<file path="config.mk">
export PLATFORM = sky130hd
export DESIGN_NAME = text_vram_arbiter
export DESIGN_NICKNAME = d
export VERILOG_FILES = /design/src/rtl/text_pkg.sv /design/src/rtl/text_fetch_sched.sv /design/src/rtl/text_vram_arbiter.sv
export SDC_FILE = /design/constraint.sdc
export NUM_CORES = 1
export LEC_CHECK = 0
export BUFFER_PORTS_ARGS = -buffer_cell sky130_fd_sc_hd__buf_2
export CORE_ASPECT_RATIO = 0.5
export CORE_MARGIN = 1.5
export CORE_UTILIZATION = 48
export DETAILED_ROUTE_END_ITERATION = 6
export PLACE_DENSITY = 0.87
export SYNTH_ARGS = -nofsm -noshare
export SYNTH_HDL_FRONTEND = slang
export SYNTH_SLANG_ARGS = --single-unit
</file>
<file path="constraint.sdc">
create_clock -name clk -period 4.8 [get_ports clk]
set_input_delay 0.48 -clock clk [delete_from_list [all_inputs] [get_ports clk]]
set_output_delay 0.48 -clock clk [all_outputs]
set_load 0.02 [all_outputs]
</file>
<file path="src/rtl/text_pkg.sv">
// Shared constants, arbiter state encoding and the cell address helper
// for the text-mode VRAM arbiter.
package text_pkg;

    localparam int COLS        = 80;
    localparam int ROWS        = 30;
    localparam int CELL_W_LOG2 = 3;
    localparam int CELL_H_LOG2 = 4;
    localparam int ADDR_W      = 12;

    localparam logic [ADDR_W-1:0] COLS_BITS = ADDR_W'(COLS);

    typedef logic [1:0] arb_state_t;

    localparam arb_state_t ST_IDLE     = 2'd0;
    localparam arb_state_t ST_DISP_RD  = 2'd1;
    localparam arb_state_t ST_DISP_CAP = 2'd2;
    localparam arb_state_t ST_HOST_WR  = 2'd3;

    // row*COLS+col as a shift-add over the set bits of COLS, so no multiplier is inferred
    function automatic logic [ADDR_W-1:0] cell_addr(input logic [ADDR_W-1:0] row,
                                                    input logic [ADDR_W-1:0] col);
        logic [ADDR_W-1:0] acc;
        acc = col;
        for (int b = 0; b < ADDR_W; b++) begin
            if (COLS_BITS[b]) acc = acc + (row << b);
        end
        return acc;
    endfunction

endpackage

</file>
<file path="src/rtl/text_fetch_sched.sv">
// Decides when the next character cell must be fetched and latches its
// RAM address, looking one cell ahead and wrapping across lines/frames.
module text_fetch_sched
    import text_pkg::*;
#(
    parameter int H_WIDTH    = 10,
    parameter int V_WIDTH    = 9,
    parameter int ADDR_WIDTH = 12,
    parameter int H_ACTIVE   = 640,
    parameter int H_TOTAL    = 800,
    parameter int V_ACTIVE   = 480,
    parameter int V_TOTAL    = 521
) (
    input  logic                  clk,
    input  logic                  rst_p,
    input  logic                  clk_en,
    input  logic [H_WIDTH-1:0]    horizPos,
    input  logic [V_WIDTH-1:0]    vertPos,
    output logic                  trigger,
    output logic [ADDR_WIDTH-1:0] fetch_addr
);

    localparam logic [H_WIDTH:0] H_TOTAL_X  = (H_WIDTH+1)'(H_TOTAL);
    localparam logic [H_WIDTH:0] H_ACTIVE_X = (H_WIDTH+1)'(H_ACTIVE);
    localparam logic [H_WIDTH:0] CELL_W_X   = (H_WIDTH+1)'(1 << CELL_W_LOG2);
    localparam logic [V_WIDTH:0] V_TOTAL_X  = (V_WIDTH+1)'(V_TOTAL);
    localparam logic [V_WIDTH:0] V_ACTIVE_X = (V_WIDTH+1)'(V_ACTIVE);
    localparam logic [V_WIDTH:0] ONE_LINE   = (V_WIDTH+1)'(1);

    logic [H_WIDTH:0]  pix_sum;
    logic [H_WIDTH:0]  target_pix;
    logic [V_WIDTH:0]  line_inc;
    logic [V_WIDTH:0]  target_line;
    logic [ADDR_W-1:0] row;
    logic [ADDR_W-1:0] col;

    // The target is one cell ahead; crossing H_TOTAL moves it onto the next line
    always_comb begin
        pix_sum     = {1'b0, horizPos} + CELL_W_X;
        line_inc    = {1'b0, vertPos} + ONE_LINE;
        target_pix  = pix_sum;
        target_line = {1'b0, vertPos};
        if (pix_sum >= H_TOTAL_X) begin
            target_pix  = pix_sum - H_TOTAL_X;
            target_line = (line_inc == V_TOTAL_X) ? '0 : line_inc;
        end
        trigger = clk_en
                  && (horizPos[CELL_W_LOG2-1:0] == '0)
                  && (target_pix < H_ACTIVE_X)
                  && (target_line < V_ACTIVE_X);
        row = ADDR_W'(target_line >> CELL_H_LOG2);
        col = ADDR_W'(target_pix >> CELL_W_LOG2);
    end

    always_ff @(posedge clk) begin
        if (rst_p) begin
            fetch_addr <= '0;
        end else if (trigger) begin
            fetch_addr <= ADDR_WIDTH'(cell_addr(row, col));
        end
    end

endmodule

</file>
<file path="src/rtl/text_vram_arbiter.sv">
// Arbitrates a single-port text RAM between the time-critical display
// character fetch and host writes; the display always wins.
module text_vram_arbiter
    import text_pkg::*;
#(
    parameter int H_WIDTH    = 10,
    parameter int V_WIDTH    = 9,
    parameter int ADDR_WIDTH = 12,
    parameter int DATA_WIDTH = 8,
    parameter int COLS       = 80,
    parameter int ROWS       = 30,
    parameter int H_ACTIVE   = 640,
    parameter int H_TOTAL    = 800,
    parameter int V_ACTIVE   = 480,
    parameter int V_TOTAL    = 521
) (
    input  logic                  clk,
    input  logic                  rst_p,
    input  logic                  clk_en,
    input  logic [H_WIDTH-1:0]    horizPos,
    input  logic [V_WIDTH-1:0]    vertPos,
    input  logic                  host_valid,
    input  logic [ADDR_WIDTH-1:0] host_addr,
    input  logic [DATA_WIDTH-1:0] host_wdata,
    output logic                  host_ready,
    output logic                  host_err,
    output logic [ADDR_WIDTH-1:0] ram_addr,
    output logic                  ram_we,
    output logic [DATA_WIDTH-1:0] ram_wdata,
    input  logic [DATA_WIDTH-1:0] ram_rdata,
    output logic [DATA_WIDTH-1:0] char_code,
    output logic                  char_valid
);

    localparam logic [ADDR_WIDTH-1:0] CELL_COUNT = ADDR_WIDTH'(COLS * ROWS);

    arb_state_t            state;
    logic                  fetch_pending;
    logic                  trigger;
    logic [ADDR_WIDTH-1:0] fetch_addr;
    logic [ADDR_WIDTH-1:0] host_addr_q;
    logic [DATA_WIDTH-1:0] host_data_q;
    logic                  in_range;

    text_fetch_sched #(
        .H_WIDTH    (H_WIDTH),
        .V_WIDTH    (V_WIDTH),
        .ADDR_WIDTH (ADDR_WIDTH),
        .H_ACTIVE   (H_ACTIVE),
        .H_TOTAL    (H_TOTAL),
        .V_ACTIVE   (V_ACTIVE),
        .V_TOTAL    (V_TOTAL)
    ) u_sched (
        .clk        (clk),
        .rst_p      (rst_p),
        .clk_en     (clk_en),
        .horizPos   (horizPos),
        .vertPos    (vertPos),
        .trigger    (trigger),
        .fetch_addr (fetch_addr)
    );

    assign host_ready = (state == ST_IDLE) & ~fetch_pending & ~trigger & ~rst_p;
    assign in_range   = host_addr_q < CELL_COUNT;

    // Host address/data are captured at the handshake so HOST_WR does not depend on the host holding them
    always_ff @(posedge clk) begin
        if (rst_p) begin
            state         <= ST_IDLE;
            fetch_pending <= 1'b0;
            host_addr_q   <= '0;
            host_data_q   <= '0;
            char_code     <= '0;
            char_valid    <= 1'b0;
        end else begin
            char_valid <= (state == ST_DISP_CAP);
            if (state == ST_DISP_CAP) char_code <= ram_rdata;

            if (trigger) fetch_pending <= 1'b1;
            else if (state == ST_DISP_RD) fetch_pending <= 1'b0;

            case (state)
                ST_IDLE: begin
                    if (fetch_pending || trigger) begin
                        state <= ST_DISP_RD;
                    end else if (host_valid && host_ready) begin
                        state       <= ST_HOST_WR;
                        host_addr_q <= host_addr;
                        host_data_q <= host_wdata;
                    end
                end
                ST_DISP_RD:  state <= ST_DISP_CAP;
                ST_DISP_CAP: state <= ST_IDLE;
                ST_HOST_WR:  state <= ST_IDLE;
                default:     state <= ST_IDLE;
            endcase
        end
    end

    // RAM port is driven straight from the state so a reset in HOST_WR kills the write that same cycle
    always_comb begin
        ram_addr  = '0;
        ram_we    = 1'b0;
        ram_wdata = '0;
        host_err  = 1'b0;
        case (state)
            ST_DISP_RD: ram_addr = fetch_addr;
            ST_HOST_WR: begin
                ram_addr  = host_addr_q;
                ram_wdata = host_data_q;
                ram_we    = in_range & ~rst_p;
                host_err  = ~in_range & ~rst_p;
            end
            default: ;
        endcase
    end

endmodule
</file>
After elaboration in Yosys (flattened, before gate mapping) --
Cells that the tools add are included.
Cells by class: $add $sub $neg 5, $lt $le $gt $ge 4, equality and inequality tests 5, muxes and demuxes 14, bitwise gates (word level) 10, reductions and logical operators 10
Operators with widths (count):
- 12-bit 2-to-1 mux | 2
- 12-bit one-hot mux with 2 select lines | 1
- 10-bit 2-to-1 mux | 2
- 12-bit adder | 1
- 12-bit less-than comparator (second input constant) | 1
- 10-bit by 4-bit adder with 11-bit output (second input constant) | 1
- 8-bit by 10-bit adder with 11-bit output | 1
- 11-bit by 10-bit >= comparator with 1-bit output (second input constant) | 1
- 11-bit by 10-bit less-than comparator with 1-bit output (second input constant) | 1
- 11-bit 2-to-1 mux | 1
- 11-bit by 10-bit subtractor with 11-bit output (second input constant) | 1
- 9-bit by 1-bit adder with 10-bit output (second input constant) | 1
- 10-bit == test (second input constant) | 1
- 10-bit by 9-bit less-than comparator with 1-bit output (second input constant) | 1
- 8-bit 2-to-1 mux | 1
- 2-bit one-hot mux with 3 select lines | 1
- 1-bit AND | 5
- 1-bit NOT | 5
- 2-bit == test (second input constant) | 2
- 1-bit logical AND | 4
- 1-bit 2-to-1 mux | 4
- 2-bit 2-to-1 mux | 2
- 3-bit zero test | 1
- 3-bit by 1-bit inequality test with 1-bit output (second input constant) | 1
- other kinds (6) | 6
Word-level totals: flip-flop bits (word level) 44, output and inout port bits 32, word-level logic and storage cells 55

Depth between registers and ports, before layout --
word-level depth 13, gate-level depth with buffers 21, gate-level depth less buffers 20

Hierarchy --
Synthesis repeated with hierarchy kept, for this count alone.
Second synthesis, totals: cell total of the unflattened synthesis 336, area, all modules 3055.4 µm²
By module, submodules not included:
- text_vram_arbiter | times used 1, cells an instance 160, area each 1602.8 µm², seq. area each 640.6 µm²
- text_fetch_sched | times used 1, cells an instance 176, area each 1452.6 µm², seq. area each 240.2 µm²

Least setup slack after synthesis --
Ideal clock, no wire load.
path type input to register, from input horizPos[3], to register u_sched.fetch_addr[10], setup time 0.128 ns, data arrival time 4.474 ns, slack 0.198 ns, stages on the path 20, path buffers 1, path through ha_1 > buf_2 > xnor2_1 > ha_1 > nand2_1 > mux2_2 > a21o_1 > a21oi_1 > nor2_1 > xnor2_1 > ha_1 > fa_1 > xor2_1 > ha_1 > fa_1 > a21o_1 > a21oi_1 > xnor2_1 > mux2i_1 > nor2_1
Between the ends: longest elaborated chain between the ends 7, elaborated cells between the ends (all ways) 13, those cells by class add/sub (4); order compare (3); mux (4); reduce/logical (2)
RTL lines:
- from (decl) | line text_vram_arbiter.sv:20 | input logic [H_WIDTH-1:0] horizPos,
- 10-bit by 4-bit adder with 11-bit output * | line text_fetch_sched.sv:39 | pix_sum = {1'b0, horizPos} + CELL_W_X;
- 11-bit by 10-bit subtractor with 11-bit output or 11-bit by 10-bit >= comparator with 1-bit output (tied branches) | line text_fetch_sched.sv:44, text_fetch_sched.sv:43
- 11-bit 2-to-1 mux or 10-bit 2-to-1 mux (tied branches) | line text_fetch_sched.sv:43 | if (pix_sum >= H_TOTAL_X) begin
- 8-bit by 10-bit adder with 11-bit output | line text_pkg.sv:26 | if (COLS_BITS[b]) acc = acc + (row << b);
- 12-bit 2-to-1 mux | line text_fetch_sched.sv:58 | end else if (trigger) begin
- 12-bit 2-to-1 mux | line text_fetch_sched.sv:56 | if (rst_p) begin
- 12-bit adder | line text_pkg.sv:26
- to (signal assigned) | line text_fetch_sched.sv:59 | fetch_addr <= ADDR_WIDTH'(cell_addr(row, col));
- to (decl) | line text_fetch_sched.sv:20 | output logic [ADDR_WIDTH-1:0] fetch_addr
Every way passes the cells marked *; elsewhere a longest branch is shown, timed or not. The select of a mux whose other input is x is not followed. A chain may end at the register's enable or synchronous reset.

Worst setup path in the final report --
from input horizPos[3], to register u_sched.fetch_addr[11]
Same word-level chain as after synthesis.

==> results.py <==
metrics = {
    "clock_tree": {
        "root_buffer": "clkbuf_16",
        "cts.reportedPaths.clkPinSlew_ps": 50,
        "cts-root-to-sink-buffers": 2,
        "cts_setup_buffers": 0,
        "tritoncts.num_buffers": 5,
        "ctsHtreeMaxLevel": 2,
        "clkLatencyLatePin_ps": 280,
        "tritoncts": "done",
        "clkSinkCount": 44,
    },
    "floorplanning": {
        "floorplan.initialDensity_pct": 49.3,
        "core-area_um2": 6030,
        "die_w_um": 114,
        "floorplan.die_area_um2": 6700,
        "die_height_um": 58.6,
        "rows": 20,
        "floorplan.io_pins": 83,
    },
    "timing": {
        "final.setup_skew_ps": 3.25,
        "max_slew.worst_pin.slew_ps": 1130,
        "timing.final.setup_violations": 0,
        "hold_violations": 0,
        "slew-limit-headroom_pct": 24.7,
        "min_period_ps": 4340,
        "fmax_ghz": 0.230,
        "finalWorstSetupSlack_ps": 456,
        "max_slew_violation_total_from_the_final_report": 0,
        "fin_crit_sh_pct": 90.5,
    },
    "synth": {
        "synth_largest_type_area_fraction_pct": 29.6,
        "synth_xor_area_share_pct": 5.01,
        "area_share_of_and_or_nand_nor_cells_after_synthesis_pct": 23.5,
        "mean_instance_size_in_the_synthesized_netlist_um2": 9.20,
        "synth_fa_ha_area_share_pct": 5.98,
        "synth_commonest_cells": "dfxtp_1 (44), nor2b_1 (36), nand2_1 (26)",
        "post_synth_inst_count": 323,
        "yosys.area.top_type": "dfxtp_1",
        "synth.yosys.seq_area_share_pct": 29.6,
        "synth_compound_area_share_pct": 12.8,
        "synth_top_cells_by_area": "dfxtp_1 (30%), mux2_4 (9.6%), mux2i_1 (8.1%)",
        "postSynth.topFlopCell": "dfxtp_1",
        "postSynthNetCount": 387,
        "mappedNetlistArea_um2": 2970,
        "async_flop_share_pct": 0,
        "synth_top_family_by_area": "simple AND/OR/NAND/NOR gates",
        "yosys_warnings": 0,
        "synth.distinct_cells": 55,
        "synth_mux_area_share_pct": 18.4,
        "synth.most_common_cell": "dfxtp_1",
        "ys_ff_latch": 44,
        "synth_enable_flop_cells": 0,
    },
    "placed_design": {
        "gpl_wtd_cong": 0.840,
        "portBuffers": 82,
        "place_worst_setup_slack_ps": 22.8,
        "placed_cells": 480,
        "place_hpwl_um": 4920,
    },
    "setup_path": {
        "worstPathMaxFanout": 8,
        "timing_worst_setup_path_type": "in -> reg",
        "cp-end-kind": "flip-flop",
        "worst_ep_arrival_time_ps": 4470,
        "critPathLaunchType": "primary input",
        "crit_required_ps": 4930,
    },
    "worst_hold_path": {
        "hold_path_class": "in -> reg",
    },
    "global_route": {
        "grt_overflow": 0,
        "grtUsageTotal_pct": 19.6,
        "grt.met2_usage_pct": 32.6,
        "globalRoute.busiestLayer": "met2",
        "maximum_number_of_pins_on_one_net_before_global_route_repair": 48,
        "antenna_violations_before_repair": 0,
        "groute.layer.met1.usage_pct": 25.6,
        "grt_first_pass_wirelength_um": 10500,
        "met3_usage_pct": 3.09,
        "via_count_of_the_first_global_routing_pass": 2371,
    },
    "drt": {
        "dr.pass1.iters": 4,
        "drc": 0,
        "vias_per_cell": 5.18,
        "drtAntennaViolNets": 0,
        "iteration_0_drc_count_of_the_detailed_router": 80,
        "dr_total_vias": 2524,
        "post_route_wl_um": 6500,
        "routed_wire_length_per_instance_um": 13.4,
    },
    "cells_and_area": {
        "syn_to_final_growth_pct": 20.2,
        "number_of_diodes_added_for_antenna_fixing": 0,
        "final_nets": 463,
        "post_route_cells_drive_above_1_share_pct": 31.1,
        "final_cells": 487,
    },
    "power": {
        "power.internal_mw": 0.701,
        "switching_share_pct": 27.4,
        "p_total_mw": 0.965,
        "clock_power_share_pct": 32.1,
        "combinationalPowerShare_pct": 24.5,
        "net-switching-power_mw": 0.264,
        "static_leakage_nw": 1.73,
        "pwr_density_cell_nw_per_um2": 270,
        "seq_power_share_pct": 43.3,
        "irDropWorstVdd_uv": 131,
    },
    "run_status": {
        "status": "finished, final reports clean",
    },
    "job": {
        "max-cap-violations": 0,
    },
}
## cell type report
type                       instances  area, um^2
inverter                           5        18.8
fill                             532        2460
multi-input combinational        254        1970
sequential                        44         881
clock inverter                     1        5.00
clock buffer                       6         129
timing repair buffer              89         463
tap                               88         110
## path summary, 6_finish.rpt
path         slack [ps]                endpoint  cells past startpoint          start
max                 460  u_sched.fetch_addr[11]                     19    horizPos[3]
max reg2reg        2450          host_data_q[1]                      3       state[1]
min                 420          host_data_q[1]                      2  host_wdata[1]
min reg2reg         450            char_code[0]                      2   char_code[0]
## cell usage in the layout, fill, tap and decap left out, drive strengths merged, types with 2 or more instances in the layout
master  instances
nor2b          36
and4            2
xor2            7
a21oi          19
nand2b          6
nor2           19
nor3b           2
a221o           3
nand2          27
nand3           4
a21o            4
dfxtp          44
o21ai           9
nand4           2
clkbuf          6
a211oi          2
o21a            2
buf            89
or4             2
nor3            5
a311oi          3
ha             11
mux2           21
o211ai          3
mux2i          24
inv             5
and3           12
xnor2          10
nor4            3
fa              2
## state kept, by name (all words and copies together) (netlist names)
| register | count |
|---|---|
| host_addr_q | 12 |
| u_sched.fetch_addr | 12 |
| char_code | 8 |
| host_data_q | 8 |
| state | 2 |
| char_valid | 1 |
| fetch_pending | 1 |
## timing repair
action                                  4_1_cts  5_1_grt
hold buffers                                  0        0
endpoints found under the setup margin        0        3
gates resized for setup                       0        1
## critical path, cell delays in order
cell and delay, ps:
buf_2 150, ha_1 230, xnor2_1 140, buf_4 150, nor4b_2 340, a211oi_1 170, a2111oi_4 390, xor2_2 330
ha_1 300, a21o_1 170, a21oi_1 280, xnor2_1 230, ha_1 290, a21o_1 150, a21oi_1 230, nor2b_1 80
o21a_1 170, nor3_1 130, nor3_1 60
## through the flow
step | TNS, ps | utilization (%) | hold slack, ps | instance area [um^2]
6_report | 0 | 59.2 | 419 | 3570
5_1_grt | -17.4 | 59.2 | 420 | 3570
4_1_cts | 0 | 59.1 | 421 | 3560
3_5_place_dp | 0 | 56.9 | 445 | 3430
3_3_place_gp | 0 | 56.9 | 439 | 3430
2_1_floorplan | 0 | - | 445 | 2970
## layer usage
layer | up-vias | wire, um
met4 | 0 | 163
met2 | 59 | 3000
met3 | 15 | 261
met5 | - | 0
met1 | 1157 | 3070
li1 | 1293 | -
## kinds of logic after synthesis
group,Yosys count
XOR/XNOR,17
multiplexers,45
adder cells (fa/ha/maj),13
AO/OA/AOI/OAI,54
AND/OR/NAND/NOR,124
other,1
buffers and inverters,25
flip-flops,44
## power by group through the flow
stage / clock network (mW) / logic [mW] / registers, mW
CTS: 0.318 / 0.237 / 0.418
floorplan: 0 / 0.180 / 0.415
finish: 0.310 / 0.237 / 0.418
global route: 0.335 / 0.262 / 0.422
global placement: 0 / 0.228 / 0.425
detailed placement: 0 / 0.236 / 0.425
Note: power is estimated with default switching activity, not from simulation.
